File: config.mk
export PLATFORM = sky130hd
export DESIGN_NAME = uart_cmd_ctrl
export DESIGN_NICKNAME = d
export VERILOG_FILES = /design/src/rtl/uart_cmd_pkg.sv /design/src/rtl/cmd_timeout.sv /design/src/rtl/uart_cmd_ctrl.sv
export SDC_FILE = /design/constraint.sdc
export NUM_CORES = 1
export LEC_CHECK = 0
export CORE_ASPECT_RATIO = 0.5
export CORE_MARGIN = 2
export CORE_UTILIZATION = 45
export DETAILED_ROUTE_END_ITERATION = 7
export GPL_ROUTABILITY_DRIVEN = 0
export PLACE_DENSITY = 0.78
export SLEW_MARGIN = 10
export SYNTH_ARGS = -nofsm -noshare
export SYNTH_HDL_FRONTEND = slang
export SYNTH_SLANG_ARGS = --single-unit
File: constraint.sdc
create_clock -name osc_clk -period 9 [get_ports osc_clk]
set_clock_uncertainty 0.05 [all_clocks]
set_input_delay 1.8 -clock osc_clk [delete_from_list [all_inputs] [get_ports osc_clk]]
set_output_delay 1.8 -clock osc_clk [all_outputs]
set_load 0.05 [all_outputs]
File: src/rtl/uart_cmd_pkg.sv
// Shared types and constants for the UART command controller.
// Frame: sync, address, 4 data bytes LSB-first, optional checksum.
package uart_cmd_pkg;

  typedef enum logic [2:0] {
    S_IDLE,
    S_ADDR,
    S_DATA,
    S_CSUM,
    S_COMMIT
  } state_t;

  localparam logic [7:0] SYNC_BYTE = 8'hA5;
  localparam int         NUM_REGS  = 4;

  localparam logic [1:0] ADDR_FREQ = 2'd0;
  localparam logic [1:0] ADDR_GAIN = 2'd1;
  localparam logic [1:0] ADDR_FILT = 2'd2;
  localparam logic [1:0] ADDR_CTRL = 2'd3;

  function automatic logic addr_ok(input logic [7:0] a);
    return a < 8'(NUM_REGS);
  endfunction

endpackage

File: src/rtl/cmd_timeout.sv
// Inter-byte idle counter; pulses o_Expire on the cycle the count
// reaches LIMIT-1. A clear always wins over expiry.
module cmd_timeout #(
  parameter int LIMIT = 118100
) (
  input  logic osc_clk,
  input  logic i_Rst,
  input  logic i_Clear,
  input  logic i_Enable,
  output logic o_Expire
);

  localparam int W = (LIMIT < 2) ? 1 : $clog2(LIMIT + 1);

  logic [W-1:0] r_cnt;
  logic         w_last;

  assign w_last   = (r_cnt == W'(LIMIT - 1));
  assign o_Expire = i_Enable && !i_Clear && w_last;

  always_ff @(posedge osc_clk or posedge i_Rst) begin
    if (i_Rst) begin
      r_cnt <= '0;
    end else if (i_Clear || !i_Enable) begin
      r_cnt <= '0;
    end else if (w_last) begin
      r_cnt <= '0;
    end else begin
      r_cnt <= r_cnt + 1'b1;
    end
  end

endmodule

File: src/rtl/uart_cmd_ctrl.sv
// UART register-write command controller (4 x 32-bit registers).
// Define UART_CMD_CHECKSUM_EN to add the trailing XOR checksum byte.
module uart_cmd_ctrl
  import uart_cmd_pkg::*;
#(
  parameter int          TIMEOUT_CLKS  = 118100,
  parameter logic [31:0] FREQ_WORD_RST = 32'h0000_0000
) (
  input  logic        osc_clk,
  input  logic        i_Rst,
  input  logic        i_Rx_DV,
  input  logic [7:0]  i_Rx_Byte,
  output logic [31:0] o_Freq_Word,
  output logic [31:0] o_Gain,
  output logic [31:0] o_Filt_Cfg,
  output logic [31:0] o_Ctrl,
  output logic [3:0]  o_Wr_Strobe,
  output logic        o_Cmd_Ok,
  output logic        o_Cmd_Err,
  output logic        o_Busy
);

  state_t      r_state;
  state_t      w_next;
  logic [7:0]  r_addr;
  logic [31:0] r_shift;
  logic [1:0]  r_cnt;
  logic [31:0] r_regs [NUM_REGS];
  logic [3:0]  r_strobe;
  logic        r_ok;
  logic        r_err;
  logic        w_expire;
  logic        w_to;
  logic        w_valid;

`ifdef UART_CMD_CHECKSUM_EN
  logic [7:0]  r_csum;
  logic        r_csum_ok;
  assign w_valid = addr_ok(r_addr) && r_csum_ok;
`else
  assign w_valid = addr_ok(r_addr);
`endif

  cmd_timeout #(
    .LIMIT (TIMEOUT_CLKS)
  ) u_timeout (
    .osc_clk  (osc_clk),
    .i_Rst    (i_Rst),
    .i_Clear  (i_Rx_DV),
    .i_Enable (r_state != S_IDLE),
    .o_Expire (w_expire)
  );

  // Commit is a single fixed cycle, so an expiry there is meaningless.
  assign w_to = w_expire && (r_state != S_COMMIT);

  always_ff @(posedge osc_clk or posedge i_Rst) begin
    if (i_Rst) r_state <= S_IDLE;
    else       r_state <= w_next;
  end

  always_comb begin
    w_next = r_state;
    unique case (r_state)
      S_IDLE: begin
        if (i_Rx_DV && i_Rx_Byte == SYNC_BYTE) w_next = S_ADDR;
      end
      S_ADDR: begin
        if (i_Rx_DV)   w_next = S_DATA;
        else if (w_to) w_next = S_IDLE;
      end
      S_DATA: begin
        if (i_Rx_DV) begin
          if (r_cnt == 2'd3) begin
`ifdef UART_CMD_CHECKSUM_EN
            w_next = S_CSUM;
`else
            w_next = S_COMMIT;
`endif
          end
        end else if (w_to) begin
          w_next = S_IDLE;
        end
      end
      S_CSUM: begin
        if (i_Rx_DV)   w_next = S_COMMIT;
        else if (w_to) w_next = S_IDLE;
      end
      S_COMMIT: w_next = S_IDLE;
      default:  w_next = S_IDLE;
    endcase
  end

  always_ff @(posedge osc_clk or posedge i_Rst) begin
    if (i_Rst) begin
      r_addr  <= '0;
      r_shift <= '0;
      r_cnt   <= '0;
    end else if (i_Rx_DV) begin
      if (r_state == S_ADDR) begin
        r_addr <= i_Rx_Byte;
        r_cnt  <= '0;
      end else if (r_state == S_DATA) begin
        r_shift <= {i_Rx_Byte, r_shift[31:8]};
        r_cnt   <= r_cnt + 2'd1;
      end
    end
  end

`ifdef UART_CMD_CHECKSUM_EN
  always_ff @(posedge osc_clk or posedge i_Rst) begin
    if (i_Rst) begin
      r_csum    <= '0;
      r_csum_ok <= 1'b0;
    end else if (i_Rx_DV) begin
      if (r_state == S_ADDR)      r_csum    <= i_Rx_Byte;
      else if (r_state == S_DATA) r_csum    <= r_csum ^ i_Rx_Byte;
      else if (r_state == S_CSUM) r_csum_ok <= (i_Rx_Byte == r_csum);
    end
  end
`endif

  always_ff @(posedge osc_clk or posedge i_Rst) begin
    if (i_Rst) begin
      for (int i = 0; i < NUM_REGS; i++) r_regs[i] <= '0;
      r_regs[ADDR_FREQ] <= FREQ_WORD_RST;
      r_strobe <= '0;
      r_ok     <= 1'b0;
      r_err    <= 1'b0;
    end else begin
      r_strobe <= '0;
      r_ok     <= 1'b0;
      r_err    <= 1'b0;
      if (r_state == S_COMMIT) begin
        if (w_valid) begin
          r_regs[r_addr[1:0]] <= r_shift;
          r_strobe <= 4'b0001 << r_addr[1:0];
          r_ok     <= 1'b1;
        end else begin
          r_err <= 1'b1;
        end
      end else if (w_to) begin
        r_err <= 1'b1;
      end
    end
  end

  assign o_Freq_Word = r_regs[ADDR_FREQ];
  assign o_Gain      = r_regs[ADDR_GAIN];
  assign o_Filt_Cfg  = r_regs[ADDR_FILT];
  assign o_Ctrl      = r_regs[ADDR_CTRL];
  assign o_Wr_Strobe = r_strobe;
  assign o_Cmd_Ok    = r_ok;
  assign o_Cmd_Err   = r_err;
  assign o_Busy      = (r_state != S_IDLE);

endmodule

==> results.md <==
* Run status: complete, no violations
* Peak VDD IR at 0.000141 V
* PD cells at approximately 180 nW/um^2
* RSZ-0062 raised after global routing: false
* Multi-input logic area at 2630 sq um
* Crit path cell chain: nor3_1 -> inv_1 -> clkdlybuf4s50_1
* Crit Path Max Fanout at 9
* Clk sinks at slightly below 200
* Gate power share at 5.4%
* Global-route wire length before repair at roughly 25,000 um
* DRC viols at 0
* Vias in the first global route at approximately 4,600
* Final hold violation count at 0
* Drt pass-1 iters at 4
* Pint at 1.38 mW
* Yosys reg bits at about 200
* Fraction of registers with async set/reset at 100%
* Leading cell type in the layout, fill and taps excluded: dfrtp_1
* DR WL/cell at ~18 um
* Yosys warning total at 0
* Reg2reg setup slack at 6340 ps
* Maximum Capacitance Violations at 0
* Fillers at approximately 1,300
* Most frequent cells in the layout: dfrtp_1, mux2_2, clkdlybuf4s50_1
* Fin nets at approximately 650
* Crit Path Category: reg -> out
* Ports at between 100 and 150
* Sw power at 449 uW
* CP Launch Type: flip-flop
* Cts hold-fix bufs at 0
* GRT Resource Usage Total at 18.4%
* DP HPWL at 10,600 um
* Cts bufs inserted at 17
* Post_cts resized at 0
* Synthesis-to-layout area growth at 28.5%
* Final min period at between 3000 and 4000 ps
* Post-synth EDFFs at 0
* Worst r2r path cells at 5
* Inserted Diodes at 0
* Initial Utilization at a little under half
* WHS Path Cells at 1
* Critical Path RT at around 7200 ps
* DRT Wirelength at 16,000 um
* Clock power frac at 41.0%
* Seq. cell area at around 5000 sq um
* RR Endpoint: o_Freq_Word[17]
* Lkg Pwr at about 4.7 nW
* Worst path slowest cell: clkdlybuf4s50_1
* CTS tree: done
* Via count at 4,424
* WHS Endpoint: u_timeout.r_cnt[0]
* Multiplexer share of the synthesized area at between 20% and 30%
* Max Slew Vio Count at 0
* Arrival time worst endpoint at about 1900 ps
* Share of post-route cells with drive strength above 1 at 33.0%
* Initial DRC Count at around 140
* Worst-case clock buffer depth at 2
* Switching Fraction at approximately a quarter
* Chip Width at about 190 um
* DR vias/cell at 5.04
* Final ANT Viol Nets at 0
* Final hold slack at approximately 430 ps
* Antenna violations before repair at 0
* Final Cycle Share at between 40% and 50%
* Core ar. at ~17,000 sq um
* H-tree levels at 4
* R2R Path Start: r_addr[4]
* Min-delay src: u_timeout.r_cnt[0]
* Flop pwr share at approximately 54%
* Ys flop type: dfrtp_1
* Post-synthesis cell count at 492
* Setup-failing EPs final at 0
* Sequential fraction of the synthesis area at 63.6%
* Setup Fix Bufs, Post-CTS at 0
* Die footprint at between 15,000 and 20,000 sq um
* Relative slew slack at 39.3%
* Hold Path Class: reg -> reg
* Syn_area_per_cell at ~16 sq um
* Clock Root Buffer: clkbuf_16
* Compound-Gate Fraction of Synth Area at 0.811%
* Port Buffers at 145
* Die Span Y at 96.6 um
* Final Total Pwr at ~1.8 mW
* CP max stage delay at 700 ps
* Largest net degree at the start of global routing at between 100 and 150
* Synth Area in XOR/XNOR at between 1 and 1.5%
* Main combinational cell family by area after synthesis: multiplexers
* Setup TNS at 0 ps
* Worst-margin pin slew at 911 ps
* Total grt overflow at 0
* Fin util at about 60%
* Mapped cell area at slightly below 8000 sq um
* Adder-Cell Fraction of Synth Area at less than 1%
* Post-Synthesis Net Count at a little over 500
* Synth unique cells at 48
* Clk_lat worst skew at between 400 and 500 ps
* Fmax achieved at about 260 MHz
* # rows at 33
* Critical Path Sink Type: primary output
* Clock transition at path regs at around 70 ps
* Post-Synth Simple-Gate Area at roughly 6.7%
-- synthesized netlist by cell type, types with 2 or more instances --
master | n | area, sq um
or3_1 | 3 | 18.8
o21ai_0 | 2 | 10.0
nor4_4 | 2 | 42.5
ha_1 | 2 | 25.0
nor3_1 | 6 | 30.0
xnor2_1 | 10 | 87.6
nand2_1 | 9 | 33.8
nor4_1 | 3 | 18.8
dfrtp_1 | 196 | 4900
a21oi_1 | 2 | 10.0
inv_1 | 6 | 22.5
nand4_1 | 4 | 25.0
nor2_1 | 20 | 75.1
xor2_1 | 3 | 26.3
buf_4 | 6 | 45.0
mux2_2 | 163 | 1840
nand3_1 | 5 | 25.0
nor3b_1 | 2 | 15.0
mux2_1 | 6 | 67.6
nor2b_1 | 3 | 18.8
buf_6 | 4 | 45.0
and3b_1 | 2 | 17.5
buf_2 | 8 | 40.0
-- kinds of logic after synthesis --
group | count (synthesis)
mux | 169
fa+ha+maj | 2
xor+xnor | 13
buf+inv | 28
simple gates | 75
flops | 196
compound gates | 9
-- area by class of cell --
class                      count  share of cell area (%)
clock buffer                  18                    4.33
sequential                   196                    49.5
tap                          227                    2.87
timing repair buffer         148                    14.9
inverter                       7                   0.341
clock inverter                14                    1.55
multi-input combinational    268                    26.5
-- critical path, delay by kind of cell (launching register included) --
family / cells / cell delay, ps
buffers and inverters: 2 / 760
flip-flops: 1 / 480
AND/OR/NAND/NOR: 1 / 280
-- power by group through the flow --
stage	clock network, mW	logic, mW	registers, mW
floorplan	0	0.0638	0.976
global placement	0	0.0956	0.993
detailed placement	0	0.0993	0.995
CTS	0.765	0.101	0.980
global route	0.804	0.109	0.987
finish	0.748	0.0978	0.980
-- registers in the layout, summed over array words and instances (netlist names) --
register and count:
o_Cmd_Ok 1, o_Cmd_Err 1, o_Filt_Cfg 32, o_Gain 32, r_state 3, u_timeout.r_cnt 17
o_Wr_Strobe 4, r_shift 32, o_Ctrl 32, o_Freq_Word 32, r_addr 8, r_cnt 2
-- per-stage QoR --
step	cell area, sq um	std cells	worst slack, ps
6_report	9910	878	5220
4_1_cts	9910	878	5210
2_1_floorplan	7710	492	1810
3_3_place_gp	9330	846	5010
5_1_grt	9910	878	5090
3_5_place_dp	9330	846	4950
-- per-layer routing --
metal | part of all wire [%] | track usage (%) | up-vias | wire [um]
met5 | 0 | 0 | - | 0
met4 | 0.79 | 6.32 | 0 | 127
met3 | 3.8 | 4.15 | 8 | 609
met2 | 51 | 31.6 | 61 | 8140
met1 | 45 | 23.6 | 2312 | 7170
li1 | - | - | 2043 | -
-- worst max-delay path by stage --
stage	startpoint	end	slack, ps	cells after the start
3_3_place_gp	i_Rx_DV	r_shift[11]	5010	4
6_report	r_state[1]	o_Busy	5220	3
4_1_cts	r_state[1]	o_Busy	5210	3
3_5_place_dp	i_Rx_DV	r_shift[31]	4950	4
2_1_floorplan	i_Rst	o_Cmd_Err	1810	1
5_1_grt	r_state[1]	o_Busy	5090	3
Power figures use the tool's default switching activity.
